**config.mk**
```make
export PLATFORM = sky130hd
export DESIGN_NAME = pi_timing_tracker_flat
export DESIGN_NICKNAME = d
export VERILOG_FILES = /design/src/rtl/pi_timing_tracker_if.sv /design/src/rtl/pi_timing_tracker.sv /design/src/flat_wrapper.sv
export SDC_FILE = /design/constraint.sdc
export NUM_CORES = 1
export LEC_CHECK = 0
export BUFFER_PORTS_ARGS = -buffer_cell sky130_fd_sc_hd__buf_2
export CORE_MARGIN = 4
export CORE_UTILIZATION = 48
export DETAILED_ROUTE_END_ITERATION = 16
export HOLD_SLACK_MARGIN = 0.06
export PLACE_DENSITY = 0.72
export SYNTH_ARGS = -nofsm -noshare
export SYNTH_HDL_FRONTEND = slang
export SYNTH_SLANG_ARGS = --single-unit
```
**constraint.sdc**
```tcl
create_clock -name pixelClockX6 -period 2.26 [get_ports pixelClockX6]
set_clock_uncertainty 0.05 [all_clocks]
set_input_delay 0.678 -clock pixelClockX6 [delete_from_list [all_inputs] [get_ports pixelClockX6]]
set_output_delay 0.678 -clock pixelClockX6 [all_outputs]
set_load 0.03 [all_outputs]
```
**src/rtl/pi_timing_tracker_if.sv**
```systemverilog
// Pi DPI pin bundle plus the tracker's raster/lock outputs.
// master = pin source (Pi side), slave = pi_timing_tracker.
interface pi_timing_tracker_if #(
   parameter int DOT_W  = 10,
   parameter int LINE_W = 10
);
   logic [2:0]        pixelClockPhase;
   logic              vsync_pi;
   logic              hsync_pi;
   logic              displayEnabled_pi;
   logic [DOT_W-1:0]  fieldLineDot;
   logic [LINE_W-1:0] fieldLine;
   logic [LINE_W:0]   frameLine;
   logic              isFieldOdd;
   logic              pixelValid;
   logic              locked;
   logic              fieldBad;

   modport master (
      output pixelClockPhase, vsync_pi, hsync_pi, displayEnabled_pi,
      input  fieldLineDot, fieldLine, frameLine, isFieldOdd, pixelValid, locked, fieldBad
   );

   modport slave (
      input  pixelClockPhase, vsync_pi, hsync_pi, displayEnabled_pi,
      output fieldLineDot, fieldLine, frameLine, isFieldOdd, pixelValid, locked, fieldBad
   );
endinterface

```
**src/rtl/pi_timing_tracker.sv**
```systemverilog
// Pi DPI raster tracker: dot/line/frame-line counters, field parity,
// per-field geometry validation and a SEEK/ACQUIRE/LOCKED lock machine.
module pi_timing_tracker #(
   parameter int ACTIVE_DOTS = 720,
   parameter int FIELD_LINES = 288,
   parameter int DOT_W       = 10,
   parameter int LINE_W      = 10,
   parameter bit INTERLACED  = 1'b1,
   parameter int PHASE_SEL   = 0,
   parameter int LOCK_FIELDS = 2
) (
   input  logic          pixelClockX6,
   input  logic          nReset,
   pi_timing_tracker_if.slave pi
);
   localparam logic [DOT_W-1:0]  DOT_LAST  = DOT_W'(ACTIVE_DOTS - 1);
   localparam logic [LINE_W-1:0] LINE_MAX  = LINE_W'(FIELD_LINES);
   localparam logic [3:0]        LOCK_CNT  = 4'(LOCK_FIELDS);
   localparam logic [2:0]        PHASE_VAL = 3'(PHASE_SEL);

   typedef enum logic [1:0] {SEEK, ACQUIRE, LOCKED} lock_state_t;

   logic              vs_q, hs_q, de_q, vs_prev_q, de_prev_q;
   logic [DOT_W-1:0]  dot_q, dot_d;
   logic [LINE_W-1:0] line_q, line_d;
   logic [LINE_W:0]   frame_line_q, frame_line_d;
   logic              odd_q, odd_d;
   logic              short_q, short_d;
   logic              overrun_q, overrun_d;
   logic              line_inc, vs_fall, field_good, tick;
   lock_state_t       state_q;
   logic [3:0]        good_cnt_q;
   logic              locked_q, field_bad_q;

   assign tick    = (pi.pixelClockPhase == PHASE_VAL);
   assign vs_fall = vs_prev_q & ~vs_q;

   // Parity must alternate only in interlaced mode; the just-ended field is judged on pre-clear counts.
   assign field_good = (line_q == LINE_MAX) && !short_q && !overrun_q &&
                       (!INTERLACED || ((~hs_q) != odd_q));

   always_comb begin
      dot_d     = dot_q;
      line_d    = line_q;
      short_d   = short_q;
      overrun_d = overrun_q;
      line_inc  = 1'b0;
      if (!vs_q) begin
         dot_d  = '0;
         line_d = '0;
      end else if (de_q) begin
         if (dot_q == DOT_LAST) begin
            dot_d    = '0;
            line_inc = 1'b1;
         end else begin
            dot_d = dot_q + 1'b1;
         end
      end else if (de_prev_q && (dot_q != '0)) begin
         dot_d    = '0;
         line_inc = 1'b1;
         short_d  = 1'b1;
      end
      if (line_inc) begin
         if (line_q == LINE_MAX) overrun_d = 1'b1;
         else                    line_d    = line_q + 1'b1;
      end
      if (vs_fall) begin
         short_d   = 1'b0;
         overrun_d = 1'b0;
      end
   end

   always_comb begin
      odd_d = odd_q;
      if (vs_fall) odd_d = INTERLACED ? ~hs_q : 1'b0;
      if (INTERLACED) frame_line_d = {line_q, 1'b0} + {{LINE_W{1'b0}}, ~odd_q};
      else            frame_line_d = {1'b0, line_q};
   end

   always_ff @(posedge pixelClockX6 or negedge nReset) begin
      if (!nReset) begin
         vs_q         <= 1'b1;
         hs_q         <= 1'b1;
         de_q         <= 1'b0;
         vs_prev_q    <= 1'b1;
         de_prev_q    <= 1'b0;
         dot_q        <= '0;
         line_q       <= '0;
         frame_line_q <= '0;
         odd_q        <= 1'b0;
         short_q      <= 1'b0;
         overrun_q    <= 1'b0;
         state_q      <= SEEK;
         good_cnt_q   <= '0;
         locked_q     <= 1'b0;
         field_bad_q  <= 1'b0;
      end else if (tick) begin
         vs_q         <= pi.vsync_pi;
         hs_q         <= pi.hsync_pi;
         de_q         <= pi.displayEnabled_pi;
         vs_prev_q    <= vs_q;
         de_prev_q    <= de_q;
         dot_q        <= dot_d;
         line_q       <= line_d;
         frame_line_q <= frame_line_d;
         odd_q        <= odd_d;
         short_q      <= short_d;
         overrun_q    <= overrun_d;
         field_bad_q  <= 1'b0;
         if (vs_fall) begin
            case (state_q)
               SEEK: begin
                  state_q    <= ACQUIRE;
                  good_cnt_q <= '0;
               end
               ACQUIRE: begin
                  if (field_good) begin
                     good_cnt_q <= good_cnt_q + 4'd1;
                     if (good_cnt_q + 4'd1 == LOCK_CNT) begin
                        state_q  <= LOCKED;
                        locked_q <= 1'b1;
                     end
                  end else begin
                     good_cnt_q  <= '0;
                     field_bad_q <= 1'b1;
                  end
               end
               LOCKED: begin
                  if (!field_good) begin
                     state_q     <= ACQUIRE;
                     good_cnt_q  <= '0;
                     locked_q    <= 1'b0;
                     field_bad_q <= 1'b1;
                  end
               end
               default: state_q <= SEEK;
            endcase
         end
      end
   end

   assign pi.fieldLineDot = dot_q;
   assign pi.fieldLine    = line_q;
   assign pi.frameLine    = frame_line_q;
   assign pi.isFieldOdd   = odd_q;
   assign pi.pixelValid   = de_q & locked_q;
   assign pi.locked       = locked_q;
   assign pi.fieldBad     = field_bad_q;
endmodule

```
**src/flat_wrapper.sv**
```systemverilog
// flat-port wrapper written by rule: the top's interface ports become plain ports
module pi_timing_tracker_flat 
#(
   parameter int ACTIVE_DOTS = 720,
   parameter int FIELD_LINES = 288,
   parameter int DOT_W       = 10,
   parameter int LINE_W      = 10,
   parameter bit INTERLACED  = 1'b1,
   parameter int PHASE_SEL   = 0,
   parameter int LOCK_FIELDS = 2
)
  (pixelClockX6, nReset, pi_pixelClockPhase, pi_vsync_pi, pi_hsync_pi, pi_displayEnabled_pi, pi_fieldLineDot, pi_fieldLine, pi_frameLine, pi_isFieldOdd, pi_pixelValid, pi_locked, pi_fieldBad);
  pi_timing_tracker_if #(.DOT_W(DOT_W), .LINE_W(LINE_W)) pi_i ();
  input  logic pixelClockX6;
  input  logic nReset;
  input wire logic [$bits(pi_i.pixelClockPhase)-1:0] pi_pixelClockPhase;
  input wire logic [$bits(pi_i.vsync_pi)-1:0] pi_vsync_pi;
  input wire logic [$bits(pi_i.hsync_pi)-1:0] pi_hsync_pi;
  input wire logic [$bits(pi_i.displayEnabled_pi)-1:0] pi_displayEnabled_pi;
  output wire logic [$bits(pi_i.fieldLineDot)-1:0] pi_fieldLineDot;
  output wire logic [$bits(pi_i.fieldLine)-1:0] pi_fieldLine;
  output wire logic [$bits(pi_i.frameLine)-1:0] pi_frameLine;
  output wire logic [$bits(pi_i.isFieldOdd)-1:0] pi_isFieldOdd;
  output wire logic [$bits(pi_i.pixelValid)-1:0] pi_pixelValid;
  output wire logic [$bits(pi_i.locked)-1:0] pi_locked;
  output wire logic [$bits(pi_i.fieldBad)-1:0] pi_fieldBad;
  assign pi_i.pixelClockPhase = pi_pixelClockPhase;
  assign pi_i.vsync_pi = pi_vsync_pi;
  assign pi_i.hsync_pi = pi_hsync_pi;
  assign pi_i.displayEnabled_pi = pi_displayEnabled_pi;
  assign pi_fieldLineDot = pi_i.fieldLineDot;
  assign pi_fieldLine = pi_i.fieldLine;
  assign pi_frameLine = pi_i.frameLine;
  assign pi_isFieldOdd = pi_i.isFieldOdd;
  assign pi_pixelValid = pi_i.pixelValid;
  assign pi_locked = pi_i.locked;
  assign pi_fieldBad = pi_i.fieldBad;
  pi_timing_tracker #(.ACTIVE_DOTS(ACTIVE_DOTS), .FIELD_LINES(FIELD_LINES), .DOT_W(DOT_W), .LINE_W(LINE_W), .INTERLACED(INTERLACED), .PHASE_SEL(PHASE_SEL), .LOCK_FIELDS(LOCK_FIELDS)) u_core (.pixelClockX6(pixelClockX6), .nReset(nReset), .pi(pi_i));
endmodule
```
==> results.toml <==
[timing]
max_freq_ghz = 0.4407
min_period_ns = 2.269
setup_viol = 1
finalHoldViolCount = 0
worst_pin_slew_ns = 0.5237
worst_slack_ns = -0.009347
slew_headroom_pct = 64.59
rsz0062_at_grt = "yes"
whs_ns = 0.2275
period_share_pct = 100.4
slew_violations = 0

[worst_setup_path]
max_stage_delay_ns = 0.56
r2r_slack_ns = -0.009
endpoint_kind = "flip-flop"
crit_path_max_fanout = 3
crit_top_cell = "buf_4"
crit_family = "simple AND/OR/NAND/NOR gates"
cpMaxStageDelayCell = "or4b_4"
crit_type = "reg -> reg"
cp.arrival_ns = 2.42
worstSetupStartpointType = "flip-flop"
required_ns = 2.41
crit_chain = "or4b_4 -> nor4_4 -> buf_4 -> buf_4 -> o2111ai_2 -> mux2_2 -> a22o_1"
crit_buf_inv = 2

[final_layout]
layout-drive-gt1-share_pct = 30.64
areaGrowthSynthToFinish_pct = 23.05
finish.instance_area_sq_um = 3246
fin_nets = 375
diodes = 0
fin_util_pct = 62.36
nFillCells = 458

[route]
wl_per_cell_um = 14.48
wl_um = 6212
via_count = 2381
drt-initial-drc-count = 127
first_pass_iters = 4
drcViolationCount = 0
via_per_inst = 5.550
ant_nets = 0

[synthesis]
syn_area_sq_um = 2638
yosysWarnings = 0
synth_commonest_cells = "57 x nand2_1, 44 x dfrtp_1, 26 x o21ai_0, 19 x nor2_1, 14 x nand3_1"
ys_types = 51
synth-edff-count = 0
synth-async-reset-ratio_pct = 100.0
yosysTopAreaCellShare_pct = 41.75
synth_nets = 314
netlist_instances = 297
ys_seq_area_share_pct = 44.73
synth.largest_area_cell = "dfrtp_1"
synth_area_leaders = "dfrtp_1 42%, nand2_1 8.1%, o21ai_0 4.9%"
ys_ff_latch = 47
ys.flop_type = "dfrtp_1"
synth_most_common_cell = "nand2_1"
syn_avg_cell_area_sq_um = 8.881

[outcome]
violations = "negative setup slack"
outcome = "complete, but fails checks"

[clock_network]
cts_buffer_depth = 2
tritoncts = "built"
clk_pin_slew_ns = 0.09
cts_root_buf = "clkbuf_8"
htreeDepth = 2
cts_hold_buf = 0
clock_latency_ns = 0.30
cts_buffers = 5
cts_sinks = 47

[floorplanning]
dieArea_sq_um = 6745
initial_core_util_pct = 50.67
io_pins = 43
core.rowCount = 26
die_h_um = 82.13
die_w_um = 82.13
core_area_sq_um = 5205

[place]
placed_area_sq_um = 3084
place.port_buffers = 42
place_hpwl_um = 4540
place.gp.congestion = 0.9089

[flow_run]
cap_violations = 0

[grt]
antenna_found_initial = 0
grt_pass1_vias = 2191
grt_max_degree = 22
grtUsageTotal_pct = 19.88
overflow = 0
grt_pass1_wl_um = 10320

[pwr]
ir_drop_uv = 576.1
powerDensity_nw_per_um2 = 868.5
power_mw = 2.819
leakage_nw = 1.585

[worst_hold_path]
hp-class = "in -> async"
layout by cell type, fill, tap and decap left out, drive strengths merged, types with 2 or more instances in the layout:
cell type / n
a21oi: 5
o31ai: 3
nor4: 2
a31oi: 7
buf: 77
or2: 4
nor2: 20
mux2: 3
nor4b: 3
nand4: 4
clkbuf: 5
nand4b: 2
bufinv: 2
and2: 2
nor3: 7
and3: 8
o21ai: 26
o2111ai: 3
or4b: 4
o41ai: 3
nand2b: 3
and4: 2
inv: 10
a22o: 3
o211ai: 3
nand3: 14
ha: 9
nor2b: 4
nand2: 57
dfrtp: 44
dfstp: 3
nand3b: 2
final cells by class:
type                    instances  area (sq um)  area share (%)
well taps                      70         87.58           2.699
clock buffers                   5         68.82           2.120
repair buffers                 77         473.0           14.57
multi-input cells             217          1328           40.90
clock inverters                 3         67.56           2.082
inverters                      10         37.54           1.157
flip-flops and latches         47          1184           36.47
report_power, final:
part | switching (mW) | internal, mW
Sequential | 0.135 | 0.995
Combinational | 0.602 | 0.345
Clock | 0.301 | 0.441
metal layers:
| layer | routed length, um | up-vias | GRT usage (%) |
|---|---|---|---|
| met5 | 0 | - | 0 |
| met4 | 97 | 0 | 7.143 |
| met3 | 340 | 7 | 4.338 |
| met2 | 2798 | 61 | 30.29 |
| met1 | 2976 | 1140 | 27.87 |
| li1 | - | 1173 | - |
state kept, by name, summed over array words and instances (netlist names):
| signal | cells |
|---|---|
| u_core.pi.fieldLineDot | 10 |
| u_core.pi.isFieldOdd | 1 |
| u_core.vs_q | 1 |
| u_core.hs_q | 1 |
| u_core.pi.locked | 1 |
| u_core.vs_prev_q | 1 |
| u_core.pi.fieldLine | 10 |
| u_core.good_cnt_q | 4 |
| u_core.short_q | 1 |
| u_core.pi.fieldBad | 1 |
| u_core.de_prev_q | 1 |
| u_core.state_q | 2 |
| u_core.de_q | 1 |
| u_core.overrun_q | 1 |
| u_core.pi.frameLine | 11 |
logic make-up (layout without fill, tap and decap cells):
group | Yosys count | after routing | synth area share, %
simple gates | 142 | 142 | 27.99
compound gates | 62 | 62 | 15.28
flops | 47 | 47 | 44.73
buf+inv | 33 | 95 | 6.119
fa+ha+maj | 9 | 9 | 4.270
mux | 3 | 3 | 1.281
xor+xnor | 1 | 1 | 0.3321
through the flow:
step           cells    TNS, ns  worst slack (ns)
3_3_place_gp     420    -0.1957          -0.05463
4_1_cts          428          0           0.01446
2_1_floorplan    297          0          0.001489
6_report         429  -0.009347         -0.009347
5_1_grt          429    -0.3625          -0.08681
3_5_place_dp     420    -0.3166          -0.06696
worst paths after layout:
check | start | endpoint | depth (start not counted)
worst max-delay path | u_core.pi.fieldLineDot[8]$_DFFE_PN0P_ | u_core.pi.fieldLine[8]$_DFFE_PN0P_ | 7
worst min-delay path | nReset | u_core.pi.frameLine[10]$_DFFE_PN0P_ | 1
worst max register to register | u_core.pi.fieldLineDot[8]$_DFFE_PN0P_ | u_core.pi.fieldLine[8]$_DFFE_PN0P_ | 7
worst min register to register | u_core.pi.frameLine[2]$_DFFE_PN0P_ | u_core.pi.frameLine[2]$_DFFE_PN0P_ | 2
max in group asynchronous | nReset | u_core.vs_prev_q$_DFFE_PN1P_ | 2
min in group pixelClockX6 | u_core.pi.frameLine[2]$_DFFE_PN0P_ | u_core.pi.frameLine[2]$_DFFE_PN0P_ | 2
worst register-to-register path, cell delays in order, from the launching register on:
cell and delay [ns]:
dfrtp_1 0.39, or4b_4 0.56, nor4_4 0.31, buf_4 0.17, buf_4 0.11, o2111ai_2 0.10, mux2_2 0.29, a22o_1 0.17
what timing repair did:
action                                  4_1_cts  5_1_grt
endpoints found under the hold margin         0        0
resized for setup                             1        5
endpoints found under the setup margin        1       13
setup buffers                                 0        1
pin swaps                                     0        6
Power figures use the tool's default switching activity.
